### src/rtl/svid_frame_loader_pkg.sv
// Shared definitions for the SVID frame loader: FSM states, frame geometry and
// a helper that drops one 32-bit word into a 256-bit signature/hash vector.
package svid_frame_loader_pkg;

   localparam int FRAME_WORDS = 16;
   localparam int SIG_WORDS   = 8;
   localparam int WORD_W      = 32;

   typedef enum logic [2:0] {
      ST_IDLE,
      ST_LOAD,
      ST_VERIFY,
      ST_WAIT,
      ST_DRAIN,
      ST_DONE
   } state_t;

   // Slot 0 is the most significant word of the vector.
   function automatic logic [SIG_WORDS*WORD_W-1:0] insert_word(
      input logic [SIG_WORDS*WORD_W-1:0] vec,
      input logic [2:0]                  slot,
      input logic [WORD_W-1:0]           word
   );
      logic [SIG_WORDS*WORD_W-1:0] res;
      res = vec;
      res[(SIG_WORDS-1-int'(slot))*WORD_W +: WORD_W] = word;
      return res;
   endfunction

endpackage

### src/rtl/svid_frame_loader.sv
// Collects a 16-word frame (8 signature + 8 hash words), starts the external
// verifier, waits a fixed latency for its verdict and reports it on a handshake.
module svid_frame_loader
   import svid_frame_loader_pkg::*;
#(
   parameter int MATCH_LATENCY = 1
) (
   input  logic         clk,
   input  logic         reset,
   input  logic [31:0]  s_data,
   input  logic         s_valid,
   input  logic         s_last,
   output logic         s_ready,
   output logic [255:0] signature,
   output logic [255:0] hash,
   output logic         verify_enable,
   input  logic         signature_match,
   output logic         result_valid,
   output logic         result_pass,
   output logic         result_error,
   input  logic         result_ready
);

   localparam logic [3:0] LAT      = 4'(MATCH_LATENCY);
   localparam logic [3:0] LAST_IDX = 4'(FRAME_WORDS - 1);

   state_t       state_q, state_d;
   logic [3:0]   word_cnt_q, word_cnt_d;
   logic [3:0]   lat_cnt_q, lat_cnt_d;
   logic [255:0] sig_q, sig_d;
   logic [255:0] hash_q, hash_d;
   logic         pass_q, pass_d;
   logic         error_q, error_d;
   logic         xfer;

   assign s_ready      = (state_q == ST_IDLE) || (state_q == ST_LOAD) || (state_q == ST_DRAIN);
   assign xfer         = s_valid && s_ready;
   assign signature    = sig_q;
   assign hash         = hash_q;
   assign result_pass  = pass_q;
   assign result_error = error_q;

   always_comb begin
      state_d       = state_q;
      word_cnt_d    = word_cnt_q;
      lat_cnt_d     = lat_cnt_q;
      sig_d         = sig_q;
      hash_d        = hash_q;
      pass_d        = pass_q;
      error_d       = error_q;
      verify_enable = 1'b0;
      result_valid  = 1'b0;

      case (state_q)
         // The counter is zero in IDLE, so IDLE and LOAD share the same word path.
         ST_IDLE, ST_LOAD: begin
            if (xfer) begin
               if (word_cnt_q[3]) begin
                  hash_d = insert_word(hash_q, word_cnt_q[2:0], s_data);
               end else begin
                  sig_d = insert_word(sig_q, word_cnt_q[2:0], s_data);
               end
               if (word_cnt_q == LAST_IDX) begin
                  state_d = s_last ? ST_VERIFY : ST_DRAIN;
               end else if (s_last) begin
                  state_d = ST_DONE;
                  pass_d  = 1'b0;
                  error_d = 1'b1;
               end else begin
                  state_d    = ST_LOAD;
                  word_cnt_d = word_cnt_q + 4'd1;
               end
            end
         end
         ST_VERIFY: begin
            verify_enable = 1'b1;
            lat_cnt_d     = 4'd1;
            state_d       = ST_WAIT;
         end
         // lat_cnt_q holds the number of cycles elapsed since the verify pulse.
         ST_WAIT: begin
            if (lat_cnt_q == LAT) begin
               pass_d  = signature_match;
               error_d = 1'b0;
               state_d = ST_DONE;
            end else begin
               lat_cnt_d = lat_cnt_q + 4'd1;
            end
         end
         ST_DRAIN: begin
            if (xfer && s_last) begin
               state_d = ST_DONE;
               pass_d  = 1'b0;
               error_d = 1'b1;
            end
         end
         ST_DONE: begin
            result_valid = 1'b1;
            if (result_ready) begin
               state_d    = ST_IDLE;
               word_cnt_d = 4'd0;
               lat_cnt_d  = 4'd0;
               pass_d     = 1'b0;
               error_d    = 1'b0;
            end
         end
         default: begin
            state_d = ST_IDLE;
         end
      endcase
   end

   always_ff @(posedge clk) begin
      if (reset) begin
         state_q    <= ST_IDLE;
         word_cnt_q <= 4'd0;
         lat_cnt_q  <= 4'd0;
         sig_q      <= '0;
         hash_q     <= '0;
         pass_q     <= 1'b0;
         error_q    <= 1'b0;
      end else begin
         state_q    <= state_d;
         word_cnt_q <= word_cnt_d;
         lat_cnt_q  <= lat_cnt_d;
         sig_q      <= sig_d;
         hash_q     <= hash_d;
         pass_q     <= pass_d;
         error_q    <= error_d;
      end
   end

endmodule

### config.mk
export PLATFORM = sky130hd
export DESIGN_NAME = svid_frame_loader
export DESIGN_NICKNAME = d
export VERILOG_FILES = /design/src/rtl/svid_frame_loader_pkg.sv /design/src/rtl/svid_frame_loader.sv
export SDC_FILE = /design/constraint.sdc
export NUM_CORES = 1
export LEC_CHECK = 0
export ABC_AREA = 1
export CORE_AREA = 3 3 217 219
export DETAILED_ROUTE_END_ITERATION = 8
export DIE_AREA = 0 0 220 222
export GPL_TIMING_DRIVEN = 0
export PLACE_DENSITY = 0.71
export SYNTH_ARGS = -nofsm -noshare
export SYNTH_HDL_FRONTEND = slang
export SYNTH_SLANG_ARGS = --single-unit
### constraint.sdc
create_clock -name clk -period 2.8 [get_ports clk]
set_input_delay 0.28 -clock clk [delete_from_list [all_inputs] [get_ports clk]]
set_output_delay 0.28 -clock clk [all_outputs]
set_load 0.005 [all_outputs]
==> run metrics <==
internal power=14.1 mW; count of different cell masters after synthesis=27; worst r2r dst=hash[27]$_SDFFE_PP0P_; worst hold endpoint=result_pass$_SDFFE_PP0P_; largest net degree at the start of global routing=15; area share of and/or/nand/nor cells after synthesis=0.193; Achievable Freq=398 MHz; final worst-path cycle share=0.897; fin cells=3681; FF-to-FF setup slack=0.29 ns; initial core utilization=0.416; clk_skew=0.0214 ns; critical path class=reg2reg; Sw Ratio=0.275; GR met3 Demand/Resource=0.0958; drt drc=0; clock slew at reported path FFs=0.06 ns; Final TNS setup=0 ns; DP HPWL=61200 µm; total power=19.5 mW; Min-Delay Path Class=in2reg; CTS sink count=525; synthesized-area fraction occupied by xor and xnor cells=0.000931; Synth warnings=0; sw power=5.37 mW; final period demand of the worst path=2.51 ns; Post-layout nets=3079; row count=78; Placed Cells=3579; chip height=222 µm; worst-path cell chain=ha_1 -> ha_1 -> buf_2 -> inv_1 -> nand3_1 -> nor2_4 -> nand2_1 -> buf_2 -> o21ai_0 -> nor2_1; Final GP Congestion=0.924; startpoint class of the critical path=flip-flop; CTS Buffer Depth=3; RSZ-0062 raised after global routing=false; part of the power in registers=0.424; CP required=3.27 ns; vias in the first global route=18600; vias per cell=5.26; Cell Pwr Density=719 nW/µm²; antenna violations before repair=0; most frequent cells in the layout=697 x nor2_1, 553 x clkdlybuf4s50_1, 525 x dfxtp_1; Initial DRC Count=1647; Root Buffer=clkbuf_16; largest family of logic cells by synthesized area=simple AND/OR/NAND/NOR gates; CP arrival=2.98 ns; Mapped Area=18800 µm²; multi-input logic area=7000 µm²; maximum vdd drop=0.487 mV; length of the first detailed-routing pass in iterations=5; slowest stage cell, crit path=dfxtp_1; cell count after synthesis=2426; mux share of post-synthesis cell area=0; Max-Cap Viols=0; Total GRT Usage=0.317; Die W=220 µm; Ports=555; compound-gate portion of the synthesized area=0.174; max-slew violations=0; run status=completed; area occupied by registers=10500 µm²; Worst-Margin Slew=1.22 ns; grt peak-use layer=met2; Core Util, Final=0.599; layout cell share with drive strength beyond 1=0.0682; Mean Syn Cell Area=7.76 µm²; final WL=80800 µm; Port Buffer Count=553; syn nets=2469; GRT overflow=0; met2 usage=0.539; Core ar.=45300 µm²; worst r2r src=word_cnt_q[1]$_SDFFE_PP0P_; Routed WL per cell=21.9 µm; synthesis-stage register bit count=525; Setup violations, final=0; commonest non-fill, non-tap cell in the layout=nor2_1; Routed Antenna Nets=0; Largest stage delay, worst path=0.40 ns; Crit. End Element=flip-flop; Gate power share=0.165; crit path max fanout=10; CTS tree=built; H-tree depth=2; Worst R2R Path Depth=10; first-pass GRT wire length=117000 µm; Static Leakage=11.3 nW; Slew headroom=0.188; adder-cell area share of the yosys netlist=0.00332; Synth-to-Final Area Change=44.2%; clk_lat worst skew=0.61 ns; clock share of power=0.411; # diodes=0; Hold Vio Cnt, Final=0; via count=19400; Hold Crit Depth=4; fillcell total=4064; Hold Startpoint=signature_match; met1 Track Usage GR=0.363; cts bufs inserted=54; Die ar.=48800 µm²; post-synthesis sequential area ratio=0.559
==> kinds of logic (layout without fill, tap and decap cells) <==
| logic type | Yosys count | count (layout) |
|---|---|---|
| compound gates | 655 | 655 |
| xor+xnor | 2 | 2 |
| fa+ha+maj | 5 | 5 |
| buf+inv | 317 | 972 |
| flops | 525 | 525 |
| simple gates | 922 | 922 |
==> area by class of cell <==
type,count,area share
plain buffers,190,0.0310
clock buffers,76,0.0603
clock inverters,25,0.0138
inverters,127,0.0176
multi-input cells,1584,0.258
flip-flops and latches,525,0.387
well taps,600,0.0277
repair buffers,554,0.204
==> cells in the mapped netlist, drive strengths merged <==
master | instances | area (µm²)
a21oi | 203 | 1020
buf | 84 | 440
clkbuf | 106 | 400
dfxtp | 525 | 10500
ha | 5 | 62.6
inv | 127 | 477
nand2 | 187 | 707
nand3 | 24 | 175
nand3b | 1 | 7.51
nand4 | 2 | 12.5
nor2 | 706 | 2710
nor3 | 2 | 21.3
o21ai | 452 | 2260
xnor2 | 1 | 8.76
xor2 | 1 | 8.76
==> registers in the layout, summed over array words and instances, names as in the netlist <==
name / cells
hash: 256
signature: 256
lat_cnt_q: 4
word_cnt_q: 4
state_q: 3
result_error: 1
result_pass: 1
==> how the worst max path moves through the flow <==
stage	start	to	slack, ns	cells after the start
2_1_floorplan	word_cnt_q[1]$_SDFFE_PP0P_	hash[10]$_SDFFE_PP0P_	0.82	10
3_3_place_gp	word_cnt_q[1]$_SDFFE_PP0P_	hash[20]$_SDFFE_PP0P_	-0.02	10
3_5_place_dp	word_cnt_q[1]$_SDFFE_PP0P_	hash[27]$_SDFFE_PP0P_	-0.12	10
4_1_cts	word_cnt_q[1]$_SDFFE_PP0P_	hash[27]$_SDFFE_PP0P_	0.08	10
5_1_grt	word_cnt_q[1]$_SDFFE_PP0P_	signature[112]$_SDFFE_PP0P_	0.003	10
6_report	word_cnt_q[1]$_SDFFE_PP0P_	hash[27]$_SDFFE_PP0P_	0.29	10
==> routing by layer <==
metal / vias up / wire length (µm)
met5: - / 0
li1: 9012 / -
met4: 0 / 4100
met3: 207 / 8180
met2: 948 / 38400
met1: 9187 / 30100
==> power by group through the flow <==
stage	registers, mW	clock network [mW]	logic (mW)
after floorplan	8.37	0	1.44
after CTS	8.25	8.05	3.22
after detailed placement	8.41	0	3.21
after global placement	8.40	0	3.16
after global routing	8.30	8.36	3.50
final	8.26	8.02	3.22
==> repair_timing <==
action,CTS,global route
gates resized for setup,1,2
hold endpoints to repair,9,0
hold buffers,1,0
buffers inserted,0,0
endpoints found under the setup margin,30,16
==> stage by stage <==
| step | cell area [µm²] | hold slack [ns] | setup slack (ns) |
|---|---|---|---|
| final | 27100 | 0.370 | 0.289 |
| after global routing | 27100 | 0.410 | 0.00279 |
| after CTS | 27100 | 0.359 | 0.0843 |
| after detailed placement | 25100 | 0.466 | -0.121 |
| after global placement | 25100 | 0.462 | -0.0226 |
| after floorplan | 18800 | 0.415 | 0.816 |
==> critical path: cells and delay by family, from the launching register on <==
family	cells	cell delay (ns)
DFF	1	0.40
AOI/OAI and AO/OA	1	0.21
and+or+nand+nor	4	0.77
adders and majority gates	2	0.48
buffers and inverters	3	0.53
No activity file was read; power rests on OpenSTA's default activity.
